### src/rtl/time_set_controller_pkg.sv
// Shared types and constants for the alarm-clock time-setting front end.
// Holds the edit FSM states, field_sel display codes and the BCD limits of a 24 h clock.
package time_set_controller_pkg;

  typedef enum logic [1:0] {
    ST_IDLE      = 2'd0,
    ST_EDIT_HOUR = 2'd1,
    ST_EDIT_MIN  = 2'd2,
    ST_COMMIT    = 2'd3
  } state_e;

  localparam logic [1:0] FIELD_IDLE   = 2'b00;
  localparam logic [1:0] FIELD_HOUR   = 2'b01;
  localparam logic [1:0] FIELD_MIN    = 2'b10;
  localparam logic [1:0] FIELD_COMMIT = 2'b11;

  localparam int HOUR_MAX = 23;
  localparam int MIN_MAX  = 59;

  localparam logic [1:0] HOUR_MAX_TENS  = 2'(HOUR_MAX / 10);
  localparam logic [3:0] HOUR_MAX_UNITS = 4'(HOUR_MAX % 10);
  localparam logic [3:0] MIN_MAX_TENS   = 4'(MIN_MAX / 10);
  localparam logic [3:0] MIN_MAX_UNITS  = 4'(MIN_MAX % 10);
  localparam logic [3:0] BCD_NINE       = 4'd9;

  typedef struct packed {
    logic [1:0] tens;
    logic [3:0] units;
  } hour_t;

  typedef struct packed {
    logic [3:0] tens;
    logic [3:0] units;
  } min_t;

  function automatic logic [1:0] field_of(input state_e s);
    logic [1:0] f;
    f = FIELD_IDLE;
    case (s)
      ST_IDLE:      f = FIELD_IDLE;
      ST_EDIT_HOUR: f = FIELD_HOUR;
      ST_EDIT_MIN:  f = FIELD_MIN;
      ST_COMMIT:    f = FIELD_COMMIT;
      default:      f = FIELD_IDLE;
    endcase
    return f;
  endfunction

endpackage

### src/rtl/time_set_controller_button_debouncer.sv
// Pushbutton conditioner: 2-flop synchronizer, stability counter, and a one-cycle
// pulse on the debounced rising edge only (no release pulse, no auto-repeat).
module time_set_controller_button_debouncer #(
  parameter int unsigned DEBOUNCE_CYCLES = 1_000_000
) (
  input  logic clock_i,
  input  logic reset_i,
  input  logic btn_i,
  output logic press_o
);

  localparam int unsigned CNT_W = (DEBOUNCE_CYCLES > 1) ? $clog2(DEBOUNCE_CYCLES) : 1;
  localparam logic [CNT_W-1:0] CNT_LAST = CNT_W'(DEBOUNCE_CYCLES - 1);

  logic             sync1_q, sync2_q;
  logic             stable_q, stable_d;
  logic             press_q, press_d;
  logic [CNT_W-1:0] cnt_q, cnt_d;

  // The counter only runs while the synchronized input disagrees with the
  // accepted level; any bounce back resets it, so the level must hold unbroken.
  always_comb begin
    stable_d = stable_q;
    press_d  = 1'b0;
    cnt_d    = '0;
    if (sync2_q != stable_q) begin
      if (cnt_q == CNT_LAST) begin
        stable_d = sync2_q;
        press_d  = sync2_q;
      end else begin
        cnt_d = cnt_q + CNT_W'(1);
      end
    end
  end

  always_ff @(posedge clock_i) begin
    if (reset_i) begin
      sync1_q  <= 1'b0;
      sync2_q  <= 1'b0;
      stable_q <= 1'b0;
      press_q  <= 1'b0;
      cnt_q    <= '0;
    end else begin
      sync1_q  <= btn_i;
      sync2_q  <= sync1_q;
      stable_q <= stable_d;
      press_q  <= press_d;
      cnt_q    <= cnt_d;
    end
  end

  assign press_o = press_q;

endmodule

### src/rtl/time_set_controller.sv
// Pushbutton time/alarm setter: edit hour then minute as BCD digits, then hold the
// selected load strobe long enough for the clock core's 1 s tick to sample it.
module time_set_controller
  import time_set_controller_pkg::*;
#(
  parameter int unsigned DEBOUNCE_CYCLES  = 1_000_000,
  parameter int unsigned LOAD_HOLD_CYCLES = 150_000_000,
  parameter int unsigned TIMEOUT_CYCLES   = 1_000_000_000
) (
  input  logic       clock_i,
  input  logic       reset_i,
  input  logic       btn_mode_i,
  input  logic       btn_inc_i,
  input  logic       btn_dec_i,
  input  logic       sel_alarm_i,
  output logic [1:0] set_hour1_o,
  output logic [3:0] set_hour0_o,
  output logic [3:0] set_min1_o,
  output logic [3:0] set_min0_o,
  output logic       load_time_o,
  output logic       load_alarm_o,
  output logic [1:0] field_sel_o
);

  localparam int BTN_MODE = 0;
  localparam int BTN_INC  = 1;
  localparam int BTN_DEC  = 2;

  localparam logic [31:0] HOLD_LAST    = 32'(LOAD_HOLD_CYCLES);
  localparam logic [31:0] TIMEOUT_LAST = 32'(TIMEOUT_CYCLES - 1);

  logic [2:0] btn_raw;
  logic [2:0] btn_press;

  assign btn_raw = {btn_dec_i, btn_inc_i, btn_mode_i};

  generate
    for (genvar gi = 0; gi < 3; gi++) begin : g_btn
      time_set_controller_button_debouncer #(
        .DEBOUNCE_CYCLES(DEBOUNCE_CYCLES)
      ) u_debouncer (
        .clock_i(clock_i),
        .reset_i(reset_i),
        .btn_i  (btn_raw[gi]),
        .press_o(btn_press[gi])
      );
    end
  endgenerate

  function automatic hour_t hour_inc(input hour_t h);
    hour_t r;
    if (h.tens == HOUR_MAX_TENS && h.units == HOUR_MAX_UNITS) begin
      r = '0;
    end else if (h.units == BCD_NINE) begin
      r.tens  = h.tens + 2'd1;
      r.units = 4'd0;
    end else begin
      r.tens  = h.tens;
      r.units = h.units + 4'd1;
    end
    return r;
  endfunction

  function automatic hour_t hour_dec(input hour_t h);
    hour_t r;
    if (h.tens == 2'd0 && h.units == 4'd0) begin
      r.tens  = HOUR_MAX_TENS;
      r.units = HOUR_MAX_UNITS;
    end else if (h.units == 4'd0) begin
      r.tens  = h.tens - 2'd1;
      r.units = BCD_NINE;
    end else begin
      r.tens  = h.tens;
      r.units = h.units - 4'd1;
    end
    return r;
  endfunction

  function automatic min_t min_inc(input min_t m);
    min_t r;
    if (m.tens == MIN_MAX_TENS && m.units == MIN_MAX_UNITS) begin
      r = '0;
    end else if (m.units == BCD_NINE) begin
      r.tens  = m.tens + 4'd1;
      r.units = 4'd0;
    end else begin
      r.tens  = m.tens;
      r.units = m.units + 4'd1;
    end
    return r;
  endfunction

  function automatic min_t min_dec(input min_t m);
    min_t r;
    if (m.tens == 4'd0 && m.units == 4'd0) begin
      r.tens  = MIN_MAX_TENS;
      r.units = MIN_MAX_UNITS;
    end else if (m.units == 4'd0) begin
      r.tens  = m.tens - 4'd1;
      r.units = BCD_NINE;
    end else begin
      r.tens  = m.tens;
      r.units = m.units - 4'd1;
    end
    return r;
  endfunction

  state_e      state_q, state_d;
  logic [31:0] cnt_q, cnt_d;
  hour_t       hour_q, hour_d;
  min_t        min_q, min_d;
  logic        target_q, target_d;
  logic        sel_sync1_q, sel_sync2_q;
  logic        load_time_q, load_time_d;
  logic        load_alarm_q, load_alarm_d;
  logic [1:0]  field_sel_q, field_sel_d;

  logic mode_p, step_p, up_p;

  // Mode beats inc/dec; simultaneous inc and dec cancel out.
  assign mode_p = btn_press[BTN_MODE];
  assign step_p = btn_press[BTN_INC] ^ btn_press[BTN_DEC];
  assign up_p   = btn_press[BTN_INC];

  always_ff @(posedge clock_i) begin
    if (reset_i) begin
      state_q      <= ST_IDLE;
      cnt_q        <= '0;
      hour_q       <= '0;
      min_q        <= '0;
      target_q     <= 1'b0;
      sel_sync1_q  <= 1'b0;
      sel_sync2_q  <= 1'b0;
      load_time_q  <= 1'b0;
      load_alarm_q <= 1'b0;
      field_sel_q  <= FIELD_IDLE;
    end else begin
      state_q      <= state_d;
      cnt_q        <= cnt_d;
      hour_q       <= hour_d;
      min_q        <= min_d;
      target_q     <= target_d;
      sel_sync1_q  <= sel_alarm_i;
      sel_sync2_q  <= sel_sync1_q;
      load_time_q  <= load_time_d;
      load_alarm_q <= load_alarm_d;
      field_sel_q  <= field_sel_d;
    end
  end

  // cnt_q is the idle timer in the edit states and the hold timer in COMMIT.
  always_comb begin
    state_d  = state_q;
    cnt_d    = cnt_q + 32'd1;
    hour_d   = hour_q;
    min_d    = min_q;
    target_d = target_q;
    case (state_q)
      ST_IDLE: begin
        cnt_d = '0;
        if (mode_p) begin
          state_d  = ST_EDIT_HOUR;
          target_d = sel_sync2_q;
        end
      end
      ST_EDIT_HOUR: begin
        if (mode_p) begin
          state_d = ST_EDIT_MIN;
          cnt_d   = '0;
        end else if (step_p) begin
          hour_d = up_p ? hour_inc(hour_q) : hour_dec(hour_q);
          cnt_d  = '0;
        end else if (cnt_q == TIMEOUT_LAST) begin
          state_d = ST_IDLE;
        end
      end
      ST_EDIT_MIN: begin
        if (mode_p) begin
          state_d = ST_COMMIT;
          cnt_d   = '0;
        end else if (step_p) begin
          min_d = up_p ? min_inc(min_q) : min_dec(min_q);
          cnt_d = '0;
        end else if (cnt_q == TIMEOUT_LAST) begin
          state_d = ST_IDLE;
        end
      end
      ST_COMMIT: begin
        if (cnt_q == HOLD_LAST) begin
          state_d = ST_IDLE;
        end
      end
      default: state_d = ST_IDLE;
    endcase
  end

  // Loads start the cycle after COMMIT is entered and stop as it is left,
  // giving exactly LOAD_HOLD_CYCLES high cycles.
  always_comb begin
    field_sel_d  = field_of(state_d);
    load_time_d  = 1'b0;
    load_alarm_d = 1'b0;
    if (state_q == ST_COMMIT && state_d == ST_COMMIT) begin
      load_time_d  = ~target_q;
      load_alarm_d = target_q;
    end
  end

  assign set_hour1_o  = hour_q.tens;
  assign set_hour0_o  = hour_q.units;
  assign set_min1_o   = min_q.tens;
  assign set_min0_o   = min_q.units;
  assign load_time_o  = load_time_q;
  assign load_alarm_o = load_alarm_q;
  assign field_sel_o  = field_sel_q;

endmodule

### config.mk
export PLATFORM = sky130hd
export DESIGN_NAME = time_set_controller
export DESIGN_NICKNAME = d
export VERILOG_FILES = /design/src/rtl/time_set_controller_pkg.sv /design/src/rtl/time_set_controller_button_debouncer.sv /design/src/rtl/time_set_controller.sv
export SDC_FILE = /design/constraint.sdc
export NUM_CORES = 1
export LEC_CHECK = 0
export BUFFER_PORTS_ARGS = -buffer_cell sky130_fd_sc_hd__buf_2
export CORE_UTILIZATION = 52
export CTS_BUF_LIST = sky130_fd_sc_hd__clkbuf_16
export DETAILED_ROUTE_END_ITERATION = 8
export GPL_TIMING_DRIVEN = 0
export PLACE_DENSITY = 0.67
export SLEW_MARGIN = 25
export SYNTH_ARGS = -nofsm -noshare
export SYNTH_HDL_FRONTEND = slang
export SYNTH_SLANG_ARGS = --single-unit
export TNS_END_PERCENT = 100
### constraint.sdc
create_clock -name clock_i -period 5.9 [get_ports clock_i]
set_clock_uncertainty 0.05 [all_clocks]
set_input_delay 0.885 -clock clock_i [delete_from_list [all_inputs] [get_ports clock_i]]
set_output_delay 0.885 -clock clock_i [all_outputs]
set_load 0.02 [all_outputs]
Word level (Yosys, flattened, before mapping)
Index checks and enable logic that the tools add are counted.
Storage, ports and cells
  flip-flop bits (word level): 127
Operators by class
  bitwise operators: 10
  add/sub/neg operators: 12
  reductions and logical operators: 29
  multiplexer cells: 21
  equal/unequal tests: 21
Operators with widths (number)
  $mux W32: 2
  $pmux W32 S2: 1
  $add A20 B1 Y20 const B: 3
  $eq A20 B20 Y1 const B: 3
  $mux W8: 5
  $add A32 B1 Y32 const B: 1
  $eq A32 B28 Y1 const B: 1
  $eq A32 B30 Y1 const B: 1
  $mux W6: 5
  $reduce_or A3 Y1: 6
  $pmux W2 S4: 2
  $add A4 B1 Y4 const B: 3
  $logic_not A4 Y1: 3
  $mux W2: 6
  $sub A4 B1 Y4 const B: 3
  $eq A2 B2 Y1 const B: 5
  $reduce_and A5 Y1: 2
  $not A1 Y1: 9
  $eq A4 B4 Y1 const B: 2
  $reduce_and A2 Y1: 4
  $logic_not A2 Y1: 3
  $ne A3 B3 Y1 const B: 2
  $reduce_and A3 Y1: 2
  $reduce_bool A3 Y1: 2
  other kinds (9): 17

Depth between registers and ports, before layout
  depth after elaboration: 9
  gate-level depth with buffers: 8

Cells and area by module
Synthesis repeated with hierarchy kept, for this count alone.
Second synthesis, totals
  cells, all modules: 738
  area, all modules: 6383.6 µm²
Modules (own cells, without submodules)
  time_set_controller: area an instance 3148.0 µm², cells an instance 382, instances 1, sequential area each 1081.0 µm²
  time_set_controller_button_debouncer at g_btn[0].u_debouncer ...: area an instance 1066.0 µm², cells an instance 118, instances 2, sequential area each 480.5 µm²
  time_set_controller_button_debouncer at g_btn[2].u_debouncer: area an instance 1103.6 µm², cells an instance 120, instances 1, sequential area each 480.5 µm²

Worst setup path before layout
Ideal clock, no wire load.
  path type: register -> register
  from: register state_q[0]
  to: register load_alarm_q, in the netlist load_alarm_o
  library setup time: 0.126 ns
  arrival: 1.867 ns
  clock period less this slack: 2.043 ns
  data required time: 5.724 ns
  slack: 3.857 ns
  buffers on the path: 0
  stages on the path, launching flop included: 8
  cells stage by stage: dfxtp_1 > inv_1 > ha_1 > or4b_1 > nor3_1 > nand4_1 > a32oi_2 > nor3b_1
Between the ends
  word-level cells in the longest chain between the ends: 8
  elaborated cells on any way between the ends: 15
  classes of those cells: eq/ne (4); mux (7); bitwise (1); reduce/logical (3)
Ends and longest elaborated chain
  from (decl): RTL line time_set_controller.sv:108  | state_e state_q, state_d;
  from (signal assigned): RTL line time_set_controller.sv:138  | state_q <= state_d;
  $mux W2: RTL line time_set_controller.sv:173, time_set_controller.sv:184
  $mux W2: RTL line time_set_controller.sv:170  | end else if (step_p) begin
  $mux W2 (on tied branches): RTL line time_set_controller.sv:178, time_set_controller.sv:167
  $pmux W2 S4: RTL line time_set_controller.sv:158  | case (state_q)
  $eq A2 B2 Y1: RTL line time_set_controller.sv:203  | if (state_q == ST_COMMIT && state_d == ST_COMMIT) begin
  $logic_and A1 B1 Y1 *: RTL line time_set_controller.sv:203
  $not A1 Y1 (no source line) *
  $reduce_or A2 Y1 (no source line) *
  to (signal assigned): RTL line time_set_controller.sv:146  | load_alarm_q <= load_alarm_d;
  to (decl): RTL line time_set_controller.sv:115  | logic load_alarm_q, load_alarm_d;
Every way passes the cells marked *; elsewhere a longest branch is shown, timed or not.
A chain may end at the register's enable or synchronous reset.

Worst setup path after layout
  from: register state_q[0]
  to: register load_time_q, in the netlist load_time_o
Between the ends
  word-level cells in the longest chain between the ends: 8
  elaborated cells on any way between the ends: 15
  classes of those cells: eq/ne (4); mux (7); bitwise (1); reduce/logical (3)
Ends and longest elaborated chain
  $mux W2: RTL line time_set_controller.sv:173, time_set_controller.sv:184
  $mux W2: RTL line time_set_controller.sv:170
  $mux W2 (on tied branches): RTL line time_set_controller.sv:178, time_set_controller.sv:167
  $pmux W2 S4: RTL line time_set_controller.sv:158
  $eq A2 B2 Y1: RTL line time_set_controller.sv:203
  $logic_and A1 B1 Y1 *: RTL line time_set_controller.sv:203
  $not A1 Y1 (no source line) *
  $reduce_or A2 Y1 (no source line) *
  to (signal assigned): RTL line time_set_controller.sv:145  | load_time_q <= load_time_d;
  to (decl): RTL line time_set_controller.sv:114  | logic load_time_q, load_time_d;
Marked as above.

==> flow_summary.yaml <==
outcome:
  status: "finished, violations left"
  violations: "design-rule violations"
timing:
  setup_slack_ps: 3577
  min_period_ps: 2323
  max_freq_mhz: 430.4
  tns_ps: 0
  finalHoldViolCount: 0
  rsz0062_at_grt: "no"
  whs_ps: 383.5
  min_period_over_period_pct: 39.38
  slew_viol_final: 0
  worst_pin_slew_ps: 567.8
  max_slew_margin_pct: 61.85
  finalSetupViolCount: 0
yosys:
  ys_ff_latch: 126
  yosysSeqAreaShare_pct: 40.74
  synth_top_family_by_area: "simple AND/OR/NAND/NOR gates"
  yosys.area_share.simple_pct: 30.90
  syn_avg_cell_area_um2: 8.636
  synth_top_flop_cell: "dfxtp_1"
  synth-compound-area-share_pct: 6.708
  syn_nets: 747
  synthAdderAreaFrac_pct: 4.849
  synth_edf_count: 0
  netlist-cell-type-count: 62
  synthXorXnorAreaFrac_pct: 12.57
  ys_warn_count: 0
  synth_area_mm2: 0.006192
  synth_cells: 717
  synth_mux_area_share_pct: 0.8082
  ys_async_sr_fraction_pct: 0
setup_path:
  crit_top_cell: "nor3_1"
  crit_arrival_ps: 2560
  cp_data_required_time_ps: 6130
  r2r-end: "load_time_o$_SDFF_PP0_"
  r2r_start: "state_q[0]$_SDFF_PP0_"
  worst-path-buf-inv: 1
  rrSetupSlack_ps: 3580
  r2r_cells: 7
  cp_slowest_cell: "or4b_1"
  path_cells: "inv_1, ha_1, or4b_1, nor3_1, nand4_1, a32oi_1, nor3_1"
  setup.worst_path.start_class: "register"
  end_kind: "register"
  worst-path-max-fanout: 8
  path_class: "register to register"
  max_stage_delay_ps: 480
  cpLargestDelayFamily: "simple AND/OR/NAND/NOR gates"
clocking:
  cts-root-buf: "clkbuf_16"
  ctsHoldBuffers: 0
  cts_tree: "done"
  clk_pin_slew_ps: 50
  cts_resized: 0
  cts_max_level: 4
  clkLatencyLatePin_ps: 410
  cts_buffers: 17
  cts_setup_buffers: 0
  cts_sinks: 126
  clockBufferDepth: 2
routing:
  wl_per_cell_um: 13.67
  antenna_left: 0
  drc: 2
  first_iter_violations: 371
  drt-pass1-iter-count: 7
  drt-total-wl_um: 12500
  route.vias.total: 4992
  via_per_inst: 5.462
global_routing:
  grt_start_max_net_pins: 17
  grt_use_total_pct: 21.70
  grt_pass1_wl_um: 21780
  grt_antenna_before_repair: 0
  gr-total-overflow: 0
  grt_pass1_vias: 4819
final_layout:
  syn2layout_area_growth_pct: 14.41
  nFillCells: 1000
  fin_nets: 788
  diodes: 0
  final_layout_size_suffix_gt1_share_pct: 9.857
  multiInputGateArea_mm2: 0.003457
  seq_area_mm2: 0.002522
hold_path:
  holdPathEnd: "g_btn[1].u_debouncer.sync2_q$_SDFF_PP0_"
  hold_path_startpoint: "g_btn[1].u_debouncer.sync1_q$_SDFF_PP0_"
  worstHoldPathCells: 1
  hold_class: "register to register"
job:
  cap_violations: 0
placement:
  routabilityCongestion: 0.8553
  dp_hpwl_um: 8827
  pre_cts_slack_ps: 3349
  portBuffers: 22
pwr:
  peakVddDrop_uv: 310.6
  p_leak_nw: 2.420
  p_per_area_mw_per_mm2: 272.4
  power_mw: 1.929
die:
  dieArea_mm2: 0.01235
  std_cell_rows: 39
  die_x_um: 111.1
  coreArea_mm2: 0.01152
  initial_core_util_pct: 53.77
  ios: 24
  fp.dieH_um: 111.1
-- layout make-up --
cell class,count,share of cell area (%)
multi-input combinational,539,48.80
sequential,126,35.61
clock buffer,17,6.005
tap,143,2.526
clock inverter,15,2.508
buffer,25,1.572
timing repair buffer,22,1.554
inverter,27,1.431
-- metrics by stage --
stage	cell area (µm²)	std cells	util (%)
final	7084	914	61.52
after detailed placement	6481	882	56.28
after floorplan	6192	717	-
after global routing	7084	914	61.52
after CTS	7084	914	61.52
after global placement	6481	882	56.28
-- cell families after synthesis --
kind of cell,after synthesis
AO/OA/AOI/OAI,61
XOR/XNOR,88
adder cells (fa/ha/maj),24
buffers and inverters,52
flip-flops,126
multiplexers,5
AND/OR/NAND/NOR,361
-- power breakdown --
part | total [mW] | switching (mW) | internal (mW)
clock | 1.06 | 0.363 | 0.696
sequential | 0.856 | 0.00150 | 0.855
combinational | 0.0147 | 0.00996 | 0.00479
-- registers in the layout (all words and copies together), names as in the netlist, 2 cells and up --
| name | flops |
|---|---|
| set_hour0_o | 4 |
| cnt_q | 32 |
| g_btn.u_debouncer.press_o | 3 |
| state_q | 2 |
| set_min1_o | 4 |
| g_btn.u_debouncer.sync1_q | 3 |
| g_btn.u_debouncer.stable_q | 3 |
| set_hour1_o | 2 |
| g_btn.u_debouncer.sync2_q | 3 |
| g_btn.u_debouncer.cnt_q | 60 |
| set_min0_o | 4 |
-- worst max path at each step --
stage                               start                                          to  depth (start not counted)
floorplan           state_q[0]$_SDFF_PP0_                     load_alarm_o$_SDFF_PP0_                          7
global placement                  reset_i                       state_q[0]$_SDFF_PP0_                          4
detailed placement                reset_i  g_btn[0].u_debouncer.stable_q$_SDFFE_PP0P_                          4
CTS                 state_q[0]$_SDFF_PP0_                      load_time_o$_SDFF_PP0_                          7
global route        state_q[0]$_SDFF_PP0_                      load_time_o$_SDFF_PP0_                          7
finish              state_q[0]$_SDFF_PP0_                      load_time_o$_SDFF_PP0_                          7
-- worst register-to-register path, stage by stage, from the launching register on --
cell	delay [ps]
dfxtp_1	470
inv_1	130
ha_1	280
or4b_1	480
nor3_1	200
nand4_1	190
a32oi_1	310
nor3_1	100
-- cells in the mapped netlist (all sizes together) (4+ instances only) --
master | n | area, µm²
nor2 | 132 | 495.5
a211oi | 8 | 60.06
dfxtp | 126 | 2522
nand4 | 17 | 127.6
inv | 26 | 97.59
and3 | 19 | 120.1
nand3 | 40 | 205.2
mux2i | 5 | 50.05
nor2b | 13 | 81.33
ha | 24 | 300.3
clkbuf | 14 | 52.55
o21ai | 13 | 65.06
nor3b | 4 | 30.03
buf | 11 | 58.80
nand2 | 44 | 165.2
or3 | 5 | 31.28
nor4 | 20 | 161.4
a21oi | 17 | 85.08
nor3 | 24 | 125.1
xnor2 | 55 | 481.7
xor2 | 33 | 296.5
and4 | 9 | 78.83
nor4b | 10 | 87.58
-- routing by layer --
metal  vias up  global-route usage [%]  routed length (µm)
met5         -                       0                   0
met4         0                   7.568                 152
met3        15                   6.178                 476
met2        95                   36.18                5920
met1      2320                   26.80                5949
li1       2562                       -                   -
-- layout by cell type, fill, tap and decap left out, drive strengths merged, types with 3 or more instances in the layout --
cell,instances
a21oi,17
nor3,24
dfxtp,126
and4b,3
xnor2,55
mux2i,5
xor2,33
nor4b,10
nand2,44
or3,5
nand3,40
and3,19
nor2,132
bufinv,4
clkinv,8
buf,33
nand3b,3
clkbuf,31
and4,9
o21ai,13
and2,3
a32oi,3
nor4,20
or4b,3
inv,27
nand4,17
nor3b,4
nor2b,13
nand4b,3
ha,24
a211oi,8
a311oi,3
clkinvlp,3
No activity file was read; power rests on OpenSTA's default activity.
